==> src/rtl/multicycle_control.sv <==
`default_nettype none
// ============================================================================
// Module      : multicycle_control
// Description : RV32I multi-cycle sequencer (FETCH/DECODE/EXECUTE/MEMORY/
//               WRITEBACK) with retired-instruction counter.
//               Optional macro ILLEGAL_TRAP_EN: unknown opcodes enter TRAP.
// Revision    : 1.0 - initial release
// ============================================================================
module multicycle_control #(
    parameter int BITWIDTH = 32
) (
    input  logic                clk,
    input  logic                rst_n,
    input  logic [6:0]          opcode,
    input  logic [2:0]          funct3,
    input  logic [4:0]          rd,
    input  logic                branch_taken,
    input  logic                imem_ready,
    input  logic                dmem_ready,
    output logic                imem_req,
    output logic                ir_write,
    output logic                dmem_req,
    output logic                dmem_we,
    output logic                reg_write,
    output logic                pc_write,
    output logic [1:0]          pc_sel,
    output logic                alu_src_imm,
    output logic [2:0]          alu_funct3,
    output logic [1:0]          wb_sel,
    output logic [2:0]          state,
    output logic [BITWIDTH-1:0] instret,
    output logic                illegal_instr
);

    localparam logic [2:0] C_ST_FETCH     = 3'd0;
    localparam logic [2:0] C_ST_DECODE    = 3'd1;
    localparam logic [2:0] C_ST_EXECUTE   = 3'd2;
    localparam logic [2:0] C_ST_MEMORY    = 3'd3;
    localparam logic [2:0] C_ST_WRITEBACK = 3'd4;
    localparam logic [2:0] C_ST_TRAP      = 3'd5;

    localparam logic [6:0] C_OP_LOAD   = 7'b0000011;
    localparam logic [6:0] C_OP_STORE  = 7'b0100011;
    localparam logic [6:0] C_OP_BRANCH = 7'b1100011;
    localparam logic [6:0] C_OP_OP     = 7'b0110011;
    localparam logic [6:0] C_OP_OPIMM  = 7'b0010011;
    localparam logic [6:0] C_OP_LUI    = 7'b0110111;
    localparam logic [6:0] C_OP_AUIPC  = 7'b0010111;
    localparam logic [6:0] C_OP_JAL    = 7'b1101111;
    localparam logic [6:0] C_OP_JALR   = 7'b1100111;

    logic [2:0]          state_q, state_d;
    logic [BITWIDTH-1:0] instret_q, instret_d;

    logic w_is_load, w_is_store, w_is_branch, w_is_jal, w_is_jalr;
    logic w_uses_imm, w_known, w_retire;

    always_comb begin
        w_is_load   = (opcode == C_OP_LOAD);
        w_is_store  = (opcode == C_OP_STORE);
        w_is_branch = (opcode == C_OP_BRANCH);
        w_is_jal    = (opcode == C_OP_JAL);
        w_is_jalr   = (opcode == C_OP_JALR);
        w_uses_imm  = (opcode == C_OP_OPIMM) || w_is_load || w_is_store ||
                      w_is_jalr || (opcode == C_OP_LUI) || (opcode == C_OP_AUIPC);
        w_known     = w_uses_imm || w_is_branch || w_is_jal || (opcode == C_OP_OP);
    end

    // One retirement per instruction: branch in EXECUTE, store in MEMORY,
    // everything else in WRITEBACK.
    always_comb begin
        w_retire = ((state_q == C_ST_EXECUTE) && w_is_branch) ||
                   ((state_q == C_ST_MEMORY) && w_is_store && dmem_ready) ||
                   (state_q == C_ST_WRITEBACK);
        instret_d = instret_q + {{(BITWIDTH-1){1'b0}}, w_retire};
    end

    // State register
    always_ff @(posedge clk or negedge rst_n) begin
        if (!rst_n) begin
            state_q   <= C_ST_FETCH;
            instret_q <= '0;
        end else begin
            state_q   <= state_d;
            instret_q <= instret_d;
        end
    end

    // Next-state logic
    always_comb begin
        state_d = state_q;
        case (state_q)
            C_ST_FETCH: begin
                if (imem_ready) state_d = C_ST_DECODE;
            end
            C_ST_DECODE: state_d = C_ST_EXECUTE;
            C_ST_EXECUTE: begin
                if (w_is_branch) begin
                    state_d = C_ST_FETCH;
                end else if (w_is_load || w_is_store) begin
                    state_d = C_ST_MEMORY;
                end else if (w_known) begin
                    state_d = C_ST_WRITEBACK;
                end else begin
`ifdef ILLEGAL_TRAP_EN
                    state_d = C_ST_TRAP;
`else
                    state_d = C_ST_WRITEBACK;
`endif
                end
            end
            C_ST_MEMORY: begin
                if (dmem_ready) state_d = w_is_store ? C_ST_FETCH : C_ST_WRITEBACK;
            end
            C_ST_WRITEBACK: state_d = C_ST_FETCH;
            C_ST_TRAP:      state_d = C_ST_TRAP;
            default:        state_d = C_ST_FETCH;
        endcase
    end

    // Output logic; everything is held low while reset is asserted.
    always_comb begin
        imem_req    = 1'b0;
        ir_write    = 1'b0;
        dmem_req    = 1'b0;
        dmem_we     = 1'b0;
        reg_write   = 1'b0;
        pc_write    = 1'b0;
        pc_sel      = 2'd0;
        alu_src_imm = 1'b0;
        alu_funct3  = 3'd0;
        wb_sel      = 2'd0;
        if (rst_n) begin
            case (state_q)
                C_ST_FETCH: begin
                    imem_req = 1'b1;
                    ir_write = imem_ready;
                end
                C_ST_EXECUTE: begin
                    alu_funct3  = funct3;
                    alu_src_imm = w_uses_imm;
                    if (w_is_branch) begin
                        pc_write = 1'b1;
                        pc_sel   = branch_taken ? 2'd1 : 2'd0;
                    end
                end
                C_ST_MEMORY: begin
                    dmem_req = 1'b1;
                    dmem_we  = w_is_store;
                    pc_write = w_is_store && dmem_ready;
                end
                C_ST_WRITEBACK: begin
                    // Unknown opcodes reach here only as NOPs: no register write.
                    reg_write = (rd != 5'd0) && w_known;
                    pc_write  = 1'b1;
                    if (w_is_jal) begin
                        pc_sel = 2'd1;
                        wb_sel = 2'd2;
                    end else if (w_is_jalr) begin
                        pc_sel = 2'd2;
                        wb_sel = 2'd2;
                    end else if (w_is_load) begin
                        wb_sel = 2'd1;
                    end
                end
                default: ;
            endcase
        end
    end

    assign state   = state_q;
    assign instret = instret_q;

`ifdef ILLEGAL_TRAP_EN
    logic illegal_q, illegal_d;

    always_comb begin
        illegal_d = illegal_q || ((state_q == C_ST_EXECUTE) && !w_known);
    end

    always_ff @(posedge clk or negedge rst_n) begin
        if (!rst_n) illegal_q <= 1'b0;
        else        illegal_q <= illegal_d;
    end

    assign illegal_instr = illegal_q;
`else
    assign illegal_instr = 1'b0;
`endif

endmodule
`default_nettype wire
==> config.mk <==
export PLATFORM = sky130hd
export DESIGN_NAME = multicycle_control
export DESIGN_NICKNAME = d
export VERILOG_FILES = /design/src/rtl/multicycle_control.sv
export SDC_FILE = /design/constraint.sdc
export NUM_CORES = 1
export LEC_CHECK = 0
export ABC_CLOCK_PERIOD_IN_PS = 4900
export CAP_MARGIN = 0
export CORE_MARGIN = 8
export CORE_UTILIZATION = 48
export CTS_CLUSTER_SIZE = 14
export DETAILED_ROUTE_END_ITERATION = 10
export PLACE_DENSITY = 0.87
export SKIP_LAST_GASP = 1
export SLEW_MARGIN = 15
export SYNTH_ARGS = -nofsm -noshare
export SYNTH_HDL_FRONTEND = slang
export SYNTH_SLANG_ARGS = --single-unit
==> constraint.sdc <==
create_clock -name clk -period 4.9 [get_ports clk]
set_input_delay 0.49 -clock clk [delete_from_list [all_inputs] [get_ports clk]]
set_output_delay 0.49 -clock clk [all_outputs]
set_load 0.02 [all_outputs]
## Yosys cells after proc, flatten, opt, wreduce, memory -nomap -nowiden

Index checks and enable logic that the tools add are counted.

| storage, ports and cells | value |
|---|---|
| memories | 0 |
| ROM bits | 0 |
| output and inout port bits | 50 |
| bits in latches | 0 |
| input bits | 20 |
| RAM bits | 0 |
| flip-flop bits (word level) | 35 |

| operators by class | value |
|---|---|
| divide/modulo/power cells | 0 |
| order comparisons | 0 |
| add/sub/neg operators | 1 |
| multiplexer cells | 34 |
| bitwise operators | 0 |
| equality and inequality tests | 16 |
| shifts and indexed selects | 0 |
| multiply operators | 0 |
| reductions and logical operators | 19 |

Operator list:

| kind | count |
|---|---|
| $add 32x1->32 | 1 |
| $eq 7x6->1 const B | 3 |
| $eq 7x7->1 const B | 3 |
| $mux 3 | 7 |
| $mux 1 | 17 |
| $pmux 3 s5 | 1 |
| $eq 7x5->1 const B | 2 |
| $mux 2 | 7 |
| $logic_or 1x1->1 | 11 |
| $eq 7x2->1 const B | 1 |
| $eq 3x2->1 const B | 2 |
| $eq 3x3->1 const B | 2 |
| $logic_and 1x1->1 | 5 |
| $reduce_bool 5->1 | 1 |
| $ne 2x2->1 const B | 2 |
| $pmux 2 s2 | 1 |
| $eq 3x1->1 const B | 1 |
| $logic_not 3->1 | 1 |
| $pmux 1 s3 | 1 |
| $reduce_and 2->1 | 1 |

## Longest topological paths before layout

| logic depth | value |
|---|---|
| depth after elaboration | 12 |
| depth in mapped cells | 11 |
| depth with buffers taken out | 9 |

## Worst setup path after synthesis

No wires, ideal clock.

| path | value |
|---|---|
| kind | in2reg |
| from | input opcode[2] |
| to | register instret_q[18], in the netlist instret[18] |
| buffers on the path | 1 |
| cell stages on the path | 10 |
| arrival time | 2618 ps |
| setup slack | 2202 ps |
| setup time | 80 ps |
| cells stage by stage | clkbuf_1 nor4bb_1 nand4_1 mux2i_1 ha_1 ha_1 nand4_1 or4_4 nor3_2 xor2_1 |

| on the way | value |
|---|---|
| word-level cells in the longest chain between the ends | 6 |
| elaborated cells between the ends (all ways) | 8 |
| classes of those cells | add/sub (1); eq/ne (2); reduce/logical (5) |

Ends and longest elaborated chain:

| element | line | RTL |
|---|---|---|
| from (decl) | 14 | `input logic [6:0] opcode,` |
| $eq 7x6->1 | 60 | `w_is_store = (opcode == C_OP_STORE);` |
| $logic_and 1x1->1 (2 in a row) | 73 | `((state_q == C_ST_MEMORY) && w_is_store && dmem_ready) \|\|` |
| $logic_or 1x1->1 (*) | 72 | `w_retire = ((state_q == C_ST_EXECUTE) && w_is_branch) \|\|` |
| $logic_or 1x1->1 (*) | 73 |  |
| $add 32x1->32 (*) | 75 | `instret_d = instret_q + {{(BITWIDTH-1){1'b0}}, w_retire};` |
| via instret_d[18] | 53 | `logic [BITWIDTH-1:0] instret_q, instret_d;` |
| to (signal assigned) | 85 | `instret_q <= instret_d;` |
| to (decl) | 53 |  |

Mark *: on every way through the listed nets, which the timed path passes. The rest lies on a longest branch.
A chain may end at the register's enable or synchronous reset.

## Final worst setup path

Same ends and word-level chain as after synthesis.

==> implementation parameters <==
Parameter                              Value

Drt
  Number of vias after detailed routing    1687
  Remaining routing DRC violations    0
  Initial detailed-routing violation count    ~130
  Final wirelength    ~5 mm
  Average detailed-routed wire length per instance    roughly 16 um
  Total iterations of the first detailed-routing run    4
  Remaining antenna violation count    0
  Vias per cell    roughly 5.4

Flow run
  Number of maximum-capacitance constraint violations    0

Yosys
  Dominant cell type by area after synthesis    dfrtp_1
  Cells after synthesis    189
  Share of Yosys cell area claimed by the top area cell type    a little under half
  Top FF cell, synth    dfrtp_1
  Fraction of synthesis flops using an asynchronous set or reset pin    100%
  Syn Nets    211
  Fraction of the mapped netlist area in compound gates    slightly above 5%
  Yosys warns    0
  Unique cell type count in the Yosys netlist    43
  Count of flip-flops with a built-in enable after synthesis    0
  Xor/xnor cell area share of the yosys netlist    between 10% and 20%
  Simple-gate share of the synthesized area    around 30%
  Synth Area per Inst    10.1 um2
  Area share of fa/ha/maj cells after synthesis    about 1.3%
  Portion of netlist area occupied by mux cells    1.05%
  Sequential element share of the synthesized area    ~46%
  Syn Std Cell Area    around 1900 um2
  Cells taking the most area after synthesis    dfrtp_1 46%, xnor2_1 11%, nand4_1 4.6%, nand3_1 3.9%, xor2_1 3.2%
  Register bit total from synthesis    35
  Main combinational cell family by area after synthesis    simple AND/OR/NAND/NOR gates

Global routing
  Overall overflow remaining after global route    0
  Via count of the first global-routing pass    roughly 1700
  Wire length of the first global-routing pass    slightly above 8 mm
  Pin count of the biggest net entering global routing    38
  Number of antenna violations at the first check in global routing    0
  Global-route usage over all layers    between 10% and 20%

Clocking
  CTS tree    built
  Clock sinks    35
  Clk Tree Root Cell    clkbuf_8
  Buffer count from post-CTS setup fixing    0
  Post-CTS clock slew at the launch and capture registers of the worst setup and hold paths    ~70 ps
  Worst-Skew Late Latency    ~290 ps
  Number of H-tree levels    2
  Clk buf depth    2
  Num CTS Buffers    5
  Count of cells resized by post-cts repair    0
  Cts hold-fix bufs    0

Worst setup path
  Worst R2R Path Depth    9
  Terminus of the critical flop-to-flop path    instret[18]$_DFF_PN0_
  Biggest fanout along the worst timing path    9
  Data arrival at the endpoint of the critical path    about 3300 ps
  Startpoint of the worst register-to-register path    state[1]$_DFFE_PN0P_
  Worst setup SP type    input pin
  Required time of the critical path    5110 ps
  Kind of capture point of the worst setup path    flip-flop
  Setup Crit Path Kind    in -> reg
  Reg-to-reg setup timing slack    about 1900 ps

Placed design
  Number of cells after detailed placement    302
  HPWL after DPL    3.79 mm
  Weighted congestion at the end of routability-driven global placement    between 0.7 and 0.8
  Number of buffers inserted by port buffering    just under 70

Floorplan
  Die outline height    between 70 and 80 um
  Core footprint    3910 um2
  Die span in x    about 79 um
  Area of the die    ~6300 um2
  Starting Density    48.8%
  Number of cell rows    23
  # IOs    70

Layout
  Post-layout net count    between 200 and 300
  Most frequent standard cell in the layout excluding fill and tap cells    clkdlybuf4s50_1
  Ant diodes    0
  Cell Count, Final, Fillers Out    310
  Commonest non-fill, non-tap cells in the layout    67 x clkdlybuf4s50_1, 35 x dfrtp_1, 23 x xnor2_1, 15 x nand3_1
  Post-synthesis to final-layout area growth    42.8%
  Share of layout cells above drive strength 1    slightly below 6%

STA
  Slew at the pin with the worst max-slew slack    between 1000 and 1500 ps
  Slew headroom    between 30% and 40%
  Tcrit/Tclk final    a little under two thirds
  RSZ-0062 raised after global routing    false
  Fin crit period    3130 ps
  Final Hold Fails    0
  Max-slew violation count    0
  Number of setup violations in the final report    0
  Worst-case clock skew    approximately 7.6 ps
  Setup TNS    0 ps
  Timing-limited maximum frequency    approximately 320 MHz

Power
  Leakage    between 0.001 and 0.0015 uW
  Maximum resistive drop on vdd    0.366 mV
  P per Cell Area    between 300 and 400 nW/um2

Outcome
  Result of the run    completed

Worst hold path
  Kind of path behind the tightest hold check    in -> async
[sequential cells by signal, indices dropped and copies added, names as in the netlist]
name,count
instret,32
state,3
[critical path, stage by stage]
cell	delay, ps
clkdlybuf4s50_1	540
nor4bb_1	470
a31oi_1	150
mux2i_1	200
ha_1	220
ha_1	220
nand4_1	220
or4_4	500
nor3_2	150
xor2_1	170
[final cells by class]
cell class	instances	area, um2
Clock buffer	7	96.3
Clock inverter	1	7.51
Fill cell	320	1180
Inverter	3	11.3
Multi-Input combinational cell	145	992
Sequential cell	35	876
Tap cell	50	62.6
Timing Repair Buffer	69	683
[cells by family (layout without fill, tap and decap cells)]
| kind of cell | count (synthesis) | in the layout |
|---|---|---|
| AO/OA/AOI/OAI | 15 | 15 |
| XOR/XNOR | 30 | 30 |
| adder cells (fa/ha/maj) | 2 | 2 |
| buffers and inverters | 9 | 80 |
| flip-flops | 35 | 35 |
| multiplexers | 2 | 2 |
| other | 1 | 1 |
| AND/OR/NAND/NOR | 95 | 95 |
[worst max path at each step]
stage              start               endpoint  slack [ps]  depth (start not counted)
6_report       opcode[2]  instret[18]$_DFF_PN0_        1770                         10
2_1_floorplan  opcode[2]  instret[18]$_DFF_PN0_        2200                         10
4_1_cts        opcode[2]               pc_write        1810                          6
3_5_place_dp   opcode[2]  instret[18]$_DFF_PN0_        1520                         10
5_1_grt        opcode[2]  instret[14]$_DFF_PN0_        1650                         10
3_3_place_gp   opcode[2]  instret[18]$_DFF_PN0_        1630                         10
[per-stage QoR]
step           instance area (um2)  util [%]  power [uW]  worst slack [ps]  hold WS, ps
6_report                      2730      69.7         862              1770          276
5_1_grt                       2730      69.7         908              1650          318
4_1_cts                       2730      69.7         868              1810          293
3_5_place_dp                  2630      67.1         634              1520          470
3_3_place_gp                  2630      67.1         631              1630          461
2_1_floorplan                 1910         -         506              2200          194
[synthesized netlist by cell type (2+ instances only)]
| cell type | count |
|---|---|
| a31oi_1 | 2 |
| o21ai_0 | 3 |
| nor2b_1 | 8 |
| nand2_1 | 14 |
| clkbuf_1 | 3 |
| a21oi_1 | 3 |
| ha_1 | 2 |
| nor3_1 | 3 |
| dfrtp_1 | 35 |
| xnor2_1 | 23 |
| and2_1 | 4 |
| inv_1 | 3 |
| buf_4 | 2 |
| nand3_1 | 15 |
| and3b_1 | 2 |
| and3_1 | 9 |
| mux2i_1 | 2 |
| nand4_1 | 14 |
| nor2_1 | 11 |
| nor3b_1 | 2 |
| xor2_1 | 7 |
[metal layers]
metal  up-vias  GRT usage [%]  part of all wire [%]
met2        42           26.7                    51
met4         0           5.74                   1.2
met1       822           20.1                    43
met3         7           3.84                   4.3
li1        816              -                     -
met5         -              0                     0
[power breakdown]
part | total [uW] | internal, uW | switching (uW) | leakage [uW]
sequential | 370 | 320 | 50.1 | 0.000472
combinational | 259 | 125 | 134 | 0.000604
clock | 233 | 128 | 105 | 0.0000505
Note: power is estimated with default switching activity, not from simulation.
==> edit: new RTL, config.mk and constraints unchanged <==
`instret_q` no longer has a reset.
--- a/src/rtl/multicycle_control.sv
+++ b/src/rtl/multicycle_control.sv
@@ -81,7 +81,9 @@
             state_q   <= C_ST_FETCH;
-            instret_q <= '0;
         end else begin
             state_q   <= state_d;
-            instret_q <= instret_d;
         end
+    end
+
+    always_ff @(posedge clk) begin
+        instret_q <= instret_d;
     end
Behaviour: differs if rst_n is asserted again (counterexample within 4 cycles, from zero or initial values and one cycle with rst_n low); with rst_n held inactive, the same outputs for 10 cycles.
==> edit against the unedited design <==
Core utilization rose by 0.85 points. Critical path depth down 4. Setup slack worse by 0.22 ns. Worst hold slack improved by 0.16 ns. Clock skew shrank 0.0038 ns. Critical endpoint is now pc_write. Routed wire length down 9.2%. Design area down 6.7%. Count of clock-buffer cells in the layout decreased by 1. Sequential cell count unchanged. Total power grew 0.18%. Synthesized area down 7.9%. Clock power fell by 11%.
==> edit: results <==
[drt]
post_drt_wl_per_cell_um = 14.82
drtIter0Drc = 65
routed-via-count = 1644
dr.pass1.iters = 4

[global_routing]
antenna_found_initial = 0
grt_max_degree = 17
grt_first_pass_wirelength_mm = 7.590
grtUsageTotal_pct = 15.70

[pwr]
p_per_area_nw_per_um2 = 339.3
peakVddDrop_mv = 0.3051
p_comb_uw = 272
switching_share_pct = 33.96
p_seq_share_pct = 44.4
leakage_uw = 0.0009401

[cts]
cts-root-buf = "clkbuf_8"
clk_latency_ns = 0.29
cts_buffers = 5
cts_buffer_depth = 2
cts.reportedPaths.clkPinSlew_ns = 0.06
post-cts-setup-buffers = 0
ctsResizeCount = 0
h-tree-depth = 2

[synthesis]
yosysWarnings = 0
synth_cell_types = 46
postSynth.asyncResetShare_pct = 8.571
synth_top_cells_by_count = "32 x dfxtp_1, 25 x xnor2_1, 15 x nand4_1"
ys.flop_type = "dfxtp_1"
netlist_top_cells_area = "dfxtp_1 36%, xnor2_1 12%, nand4_1 5.3%"
yosysSeqAreaShare_pct = 40.68
synth_nets = 211

[outcome]
outcome = "complete, no violations"

[timing]
hold_viol_final = 0
worst_slew_pin_slew_ns = 0.7623
skew_ns = 0.003781

[setup_path]
r2r-start = "state[2]"
cp_max_fo = 7
slowest_delay_ns = 0.62
ff2ff_setup_slack_ns = 2.13
timing.rr.end = "instret[12]"
slowest_stage = "clkdlybuf4s50_1"
cp_top_family = "buffers and inverters"
reg2regPathDepth = 9

[final_layout]
finalNetCount = 279
drive_gt1_share_pct = 5.447
largest_reg_flops = 32
fill_cells = 282
antenna_cells = 0

[min_path]
min_path_type = "in2async"

[place]
portBuffers = 68
gp_congestion = 0.9014
post-dp-hpwl_mm = 3.409
-- edit: area by class of cell --
type / count / area, um2 / share of cell area (%)
clock buffer: 6 / 82.58 / 3.245
inverter: 3 / 11.26 / 0.4425
sequential: 35 / 715.7 / 28.12
multi-input combinational: 144 / 989.7 / 38.89
timing repair buffer: 68 / 680.7 / 26.75
tap: 48 / 60.06 / 2.360
clock inverter: 1 / 5.005 / 0.1967
-- edit: worst max-delay path by stage --
stage,start,cells after the start,slack (ns),endpoint
final,opcode[2],6,1.55,pc_write
after global routing,opcode[2],10,1.40,instret[12]
after CTS,opcode[2],6,1.56,pc_write
after detailed placement,opcode[2],10,1.42,instret[12]
after global placement,opcode[2],10,1.53,instret[12]
after floorplan,state[1],5,2.18,pc_sel[1]
-- edit: logic make-up (layout without fill, tap and decap cells) --
logic type | Yosys count | count (layout) | share of synthesized area, %
buffers and inverters | 10 | 78 | 3.058
DFF | 35 | 35 | 40.68
AOI/OAI and AO/OA | 15 | 15 | 5.620
xor gates and xnor gates | 30 | 30 | 14.94
adders and majority gates | 2 | 2 | 1.422
and+or+nand+nor | 96 | 96 | 34.07
other | 1 | 1 | 0.2132
-- edit: through the flow --
stage          worst slack (ns)  area (um2)  std cells  hold slack (ns)  utilization [%]
2_1_floorplan             2.185        1759        189           0.1944                -
3_3_place_gp              1.534        2457        298           0.4492            68.15
3_5_place_dp              1.421        2457        298           0.4516            68.15
4_1_cts                   1.562        2545        305           0.4355            70.58
5_1_grt                   1.405        2545        305           0.4436            70.58
6_report                  1.554        2545        305           0.4403            70.58
-- edit: layer usage --
layer | vias to the layer above | GRT usage [%] | wire [um]
met5 | - | 0 | 0
met4 | 0 | 7.500 | 75
met3 | 7 | 5.189 | 292
met2 | 46 | 25.96 | 2254
met1 | 765 | 17.72 | 1898
li1 | 826 | - | -
